===== src/rtl/traffic_generator_gmii_burst.sv =====
// Burst-mode GMII frame generator: replays a 32-bit-wide frame template MSB byte first,
// grouped into bursts with separate inter-frame / inter-burst gaps and optional sequence field.
module traffic_generator_gmii_burst #(
  parameter int unsigned BUF_ADDR_WIDTH = 9,
  parameter int unsigned CNT_WIDTH      = 32
) (
  input  logic                      clk,
  input  logic                      resetn,
  input  logic                      start,
  input  logic                      stop,
  input  logic [BUF_ADDR_WIDTH+1:0] frame_size,
  input  logic [CNT_WIDTH-1:0]      interframe_gap,
  input  logic [CNT_WIDTH-1:0]      interburst_gap,
  input  logic [CNT_WIDTH-1:0]      frames_per_burst,
  input  logic [CNT_WIDTH-1:0]      total_frames,
  input  logic                      seq_en,
  input  logic [BUF_ADDR_WIDTH+1:0] seq_offset,
  output logic [BUF_ADDR_WIDTH-1:0] buf_addr,
  input  logic [31:0]               buf_data,
  output logic [7:0]                gmii_d,
  output logic                      gmii_en,
  output logic                      gmii_er,
  output logic                      busy,
  output logic                      done,
  output logic [CNT_WIDTH-1:0]      frame_count
);

  localparam int unsigned FS_W = BUF_ADDR_WIDTH + 2;

  typedef enum logic [1:0] {IDLE, PREFETCH, DATA, GAP} state_t;

  state_t state, next_state;

  logic [FS_W-1:0]      cfg_frame_size, cfg_seq_offset;
  logic [CNT_WIDTH-1:0] cfg_ifg, cfg_ibg, cfg_fpb, cfg_total;
  logic                 cfg_seq_en;

  logic [FS_W-1:0]      byte_idx;
  logic [CNT_WIDTH-1:0] fc, burst_idx, gap_cnt;
  logic                 stop_seen, done_pend;

  logic                 accept_c, last_c, end_run_c, burst_end_c, gap_stop_c, seq_hit_c;
  logic [CNT_WIDTH-1:0] fc_next_c, gap_sel_c, gap_load_c;
  logic [FS_W-1:0]      seq_rel_c;
  logic [31:0]          seq_word_c;
  logic [7:0]           tx_byte_c;

  // State register
  always_ff @(posedge clk) begin
    if (!resetn) state <= IDLE;
    else         state <= next_state;
  end

  // Next-state logic
  always_comb begin
    next_state = state;
    case (state)
      IDLE:     if (accept_c) next_state = PREFETCH;
      PREFETCH: next_state = DATA;
      DATA:     if (last_c) next_state = end_run_c ? IDLE : GAP;
      GAP: begin
        if (gap_stop_c)              next_state = IDLE;
        else if (gap_cnt == '0)      next_state = PREFETCH;
      end
      default:  next_state = IDLE;
    endcase
  end

  // Decode: frame end, run end, gap selection and the outgoing byte
  always_comb begin
    accept_c    = (state == IDLE) && start && !busy &&
                  (frame_size != '0) && (frames_per_burst != '0);
    last_c      = (state == DATA) && (byte_idx == cfg_frame_size - FS_W'(1));
    fc_next_c   = fc + CNT_WIDTH'(1);
    end_run_c   = stop_seen || stop || ((cfg_total != '0) && (fc_next_c == cfg_total));
    burst_end_c = (burst_idx + CNT_WIDTH'(1)) == cfg_fpb;
    gap_sel_c   = burst_end_c ? cfg_ibg : cfg_ifg;
    gap_load_c  = (gap_sel_c < CNT_WIDTH'(2)) ? '0 : gap_sel_c - CNT_WIDTH'(2);
    gap_stop_c  = (state == GAP) && (stop || stop_seen);
    seq_rel_c   = byte_idx - cfg_seq_offset;
    seq_hit_c   = cfg_seq_en && (byte_idx >= cfg_seq_offset) && (seq_rel_c < FS_W'(4));
    seq_word_c  = 32'(fc);
    tx_byte_c   = 8'h00;
    if (seq_hit_c) begin
      case (seq_rel_c[1:0])
        2'd0:    tx_byte_c = seq_word_c[31:24];
        2'd1:    tx_byte_c = seq_word_c[23:16];
        2'd2:    tx_byte_c = seq_word_c[15:8];
        default: tx_byte_c = seq_word_c[7:0];
      endcase
    end else begin
      case (byte_idx[1:0])
        2'd0:    tx_byte_c = buf_data[31:24];
        2'd1:    tx_byte_c = buf_data[23:16];
        2'd2:    tx_byte_c = buf_data[15:8];
        default: tx_byte_c = buf_data[7:0];
      endcase
    end
  end

  // Datapath and registered outputs; done/busy/frame_count trail the FSM by one cycle
  // so they line up with the byte stream on gmii_d.
  always_ff @(posedge clk) begin
    if (!resetn) begin
      cfg_frame_size <= '0;
      cfg_seq_offset <= '0;
      cfg_ifg        <= '0;
      cfg_ibg        <= '0;
      cfg_fpb        <= '0;
      cfg_total      <= '0;
      cfg_seq_en     <= 1'b0;
      byte_idx       <= '0;
      fc             <= '0;
      burst_idx      <= '0;
      gap_cnt        <= '0;
      stop_seen      <= 1'b0;
      done_pend      <= 1'b0;
      buf_addr       <= '0;
      gmii_d         <= '0;
      gmii_en        <= 1'b0;
      gmii_er        <= 1'b0;
      busy           <= 1'b0;
      done           <= 1'b0;
      frame_count    <= '0;
    end else begin
      done_pend   <= last_c && end_run_c;
      done        <= done_pend || gap_stop_c;
      busy        <= (next_state != IDLE) || last_c;
      frame_count <= fc;
      gmii_en     <= (state == DATA);
      gmii_d      <= (state == DATA) ? tx_byte_c : 8'h00;
      gmii_er     <= 1'b0;
      stop_seen   <= (state == IDLE) ? (accept_c && stop) : (stop_seen || stop);
      case (state)
        IDLE: begin
          if (accept_c) begin
            cfg_frame_size <= frame_size;
            cfg_seq_offset <= seq_offset;
            cfg_ifg        <= interframe_gap;
            cfg_ibg        <= interburst_gap;
            cfg_fpb        <= frames_per_burst;
            cfg_total      <= total_frames;
            cfg_seq_en     <= seq_en;
            fc             <= '0;
            burst_idx      <= '0;
            buf_addr       <= '0;
          end
        end
        PREFETCH: byte_idx <= '0;
        DATA: begin
          byte_idx <= byte_idx + FS_W'(1);
          if (byte_idx[1:0] == 2'd2) buf_addr <= buf_addr + BUF_ADDR_WIDTH'(1);
          if (last_c) begin
            fc        <= fc_next_c;
            gap_cnt   <= gap_load_c;
            burst_idx <= burst_end_c ? '0 : burst_idx + CNT_WIDTH'(1);
          end
        end
        GAP: begin
          gap_cnt <= gap_cnt - CNT_WIDTH'(1);
          if (gap_cnt == '0) buf_addr <= '0;
        end
        default: ;
      endcase
    end
  end

endmodule


===== config.mk =====
export PLATFORM = sky130hd
export DESIGN_NAME = traffic_generator_gmii_burst
export DESIGN_NICKNAME = d
export VERILOG_FILES = /design/src/rtl/traffic_generator_gmii_burst.sv
export SDC_FILE = /design/constraint.sdc
export NUM_CORES = 1
export LEC_CHECK = 0
export BUFFER_PORTS_ARGS = -buffer_cell sky130_fd_sc_hd__buf_2
export CAP_MARGIN = 20
export CORE_ASPECT_RATIO = 0.5
export CORE_UTILIZATION = 32
export DETAILED_ROUTE_END_ITERATION = 12
export PLACE_DENSITY = 0.5
export SETUP_SLACK_MARGIN = 0.5
export SLEW_MARGIN = 40
export SYNTH_ARGS = -nofsm -noshare
export SYNTH_HDL_FRONTEND = slang
export SYNTH_SLANG_ARGS = --single-unit

===== constraint.sdc =====
create_clock -name clk -period 14.2 [get_ports clk]
set_input_delay 2.84 -clock clk [delete_from_list [all_inputs] [get_ports clk]]
set_output_delay 2.84 -clock clk [all_outputs]
set_load 0.03 [all_outputs]

==> metrics.yaml <==
fin_nets: 2609
num_rows: 60
leakagePower_nw: 7.72
firstDrtPassIters: 6
cts_root_buffer: "clkbuf_16"
cts_max_path_buffers: 3
p_per_area_mw_per_mm2: 168
required_ns: 14.61
clkSlewWorstSetupHoldPaths_ns: 0.06
synth_area_leaders: "dfxtp_1, nand2_1, a21oi_1"
critPathLaunchType: "register"
drive_gt1_frac: 0.153
ys_types: 91
fin_crit_sh: 0.462
slew_viol_final: 0
hold_slack_ns: 0.426
htree_levels: 2
synth_seq_cells: 314
grt_max_degree: 154
die_h_microns: 168
vias: 16600
cts_buffers: 34
tritoncts: "yes"
postCtsSetupRepairBufs: 0
yosysTopAreaCell: "dfxtp_1"
layout_commonest_cell: "nand2_1"
setup_tns_ns: 0
grt_overflow: 0
antenna_found_initial: 1
synth_ff_type: "dfxtp_1"
clk_latency_ns: 0.55
min_from: "done_pend$_SDFF_PN0_"
period_needed_ns: 6.56
peakVddDrop_mv: 0.114
drtIter0Drc: 1219
end_kind: "register"
cp.arrival_ns: 6.97
globalplace.congestion: 0.872
skew_ns: 0.0237
syn-num-nets: 2469
wl_per_cell_microns: 17.8
netlist_area_sq_mm: 0.0176
async_flop_share: 0
die_x_microns: 334
clock.fmax_ghz: 0.152
grt_pass1_wl_mm: 87.6
p_total_mw: 3.43
syn_area_per_cell_sq_um: 7.80
die-area_sq_mm: 0.0560
slew_headroom: 0.442
grt_pass1_vias: 15500
ios: 240
reg2reg_slack_ns: 7.64
outcome: "complete, no violations"
synth_top_area_frac: 0.357
r2r_start: "burst_idx[0]$_SDFFE_PN0P_"
final_hold_viol_count: 0
rsz0062_at_grt: "false"
dp_hpwl_mm: 40.5
fillerInstances: 5750
ant_nets: 0
syn_inst: 2254
area_growth_pct: 16.3
reg2reg_depth: 18
fp.coreArea_sq_mm: 0.0541
drc_errors: 0
worst_slew_pin_slew_ns: 0.830
clock-sinks: 314
dp_slack_ns: 7.80
mostFrequentLayoutCells: "nand2_1, dfxtp_1, buf_2, a21oi_1, nor2_1"
cts_resized: 0
track_usage: 0.194
synth-warning-count: 0
cp-startpoint: "burst_idx[0]$_SDFFE_PN0P_"
maxCapViolCount: 0
start_util: 0.325
r2r-end: "gap_cnt[29]$_SDFFE_PN0P_"
finalSetupViolCount: 0
worst_slack_ns: 7.64
synth_edf_count: 0
critPathKind: "reg2reg"
seq_area_frac_synth: 0.357
portBuffers: 238
hp-class: "reg2reg"
viasPerCell: 5.30
crit_end: "gap_cnt[29]$_SDFFE_PN0P_"
routed_wl_mm: 55.8
cts_hold_buffers: 0
cp_max_fo: 67
routing by layer:
metal | up-vias | global-route usage | wire length (microns)
met1 | 7897 | 0.270 | 26600
met4 | 0 | 0.0413 | 937
met2 | 341 | 0.316 | 25800
met3 | 71 | 0.0310 | 2510
met5 | - | 0 | 0
li1 | 8278 | - | -
Yosys cell counts (13+ instances only):
cell      count
or3_1        34
inv_1        39
o21ai_0      83
and3_1       19
a31oi_1      35
or4_1        21
and2_1       36
nand3_1      59
a21oi_1     229
nor2_1      114
clkbuf_1    119
nand4_1      42
ha_1         27
o31ai_1      32
nand2b_1     23
nor2b_1      13
dfxtp_1     314
nor3_1       70
xnor2_1      93
buf_2        14
nand2_1     467
and4_1       20
xor2_1       67
nor4_1       45
mux2i_1      16
o211ai_1     18
final cells by class:
type | count | area (sq um) | area share
Clock buffer | 47 | 1020 | 0.0500
Clock inverter | 12 | 173 | 0.00844
Timing Repair Buffer | 254 | 1360 | 0.0664
Multi-Input combinational cell | 1750 | 10600 | 0.516
Inverter | 40 | 155 | 0.00759
Tap cell | 713 | 892 | 0.0436
Sequential cell | 314 | 6290 | 0.307
Antenna cell | 2 | 5.00 | 0.000245
metrics by stage:
stage / cells / cell area, sq um / util
4_1_cts: 3129 / 20400 / 0.378
2_1_floorplan: 2254 / 17600 / -
3_5_place_dp: 3070 / 19200 / 0.356
6_report: 3132 / 20500 / 0.378
3_3_place_gp: 3068 / 19200 / 0.355
5_1_grt: 3130 / 20400 / 0.378
flip-flops by register name (all words and copies together), names as in the netlist:
signal,flops
buf_addr,9
burst_idx,32
busy,1
byte_idx,11
cfg_fpb,32
cfg_frame_size,11
cfg_ibg,32
cfg_ifg,32
cfg_seq_en,1
cfg_seq_offset,11
cfg_total,32
done,1
done_pend,1
fc,32
frame_count,32
gap_cnt,32
gmii_d,8
gmii_en,1
state,2
stop_seen,1
critical path, stage by stage (launching register included):
cell	delay, ns
dfxtp_1	0.43
ha_1	0.29
nand3_2	0.21
nor4_4	0.47
xor2_1	0.14
or3_1	0.38
a2111oi_2	0.35
or4b_4	0.82
mux2i_1	0.30
ha_1	0.24
or4b_2	0.66
nor3_1	0.48
nand3_1	0.24
nor4_1	0.68
nor2b_1	0.25
xnor2_1	0.13
nand2_1	0.07
o211ai_1	0.13
a21oi_1	0.08
power by group:
group	internal (mW)	switching, mW
Sequential	0.986	0.124
Combinational	0.492	0.863
Clock	0.578	0.390
Total	2.06	1.38
how the worst min path moves through the flow:
stage / depth (start not counted) / slack, ns / endpoint
after floorplan: 2 / 0.41 / done$_SDFF_PN0_
after global placement: 2 / 0.44 / done$_SDFF_PN0_
after detailed placement: 2 / 0.43 / done$_SDFF_PN0_
after CTS: 2 / 0.43 / done$_SDFF_PN0_
after global routing: 2 / 0.46 / done$_SDFF_PN0_
final: 2 / 0.43 / done$_SDFF_PN0_
cells by family (layout without fill, tap and decap cells):
group                      Yosys count  count (layout)  share of synthesized area
adders and majority gates           28              28                     0.0203
muxes                               27              27                     0.0215
xor gates and xnor gates           172             172                     0.0951
and+or+nand+nor                   1014            1014                      0.283
other                                1               3                   0.000213
buffers and inverters              190             353                     0.0450
AOI/OAI and AO/OA                  508             508                      0.177
DFF                                314             314                      0.357
Note: power is estimated with default switching activity, not from simulation.
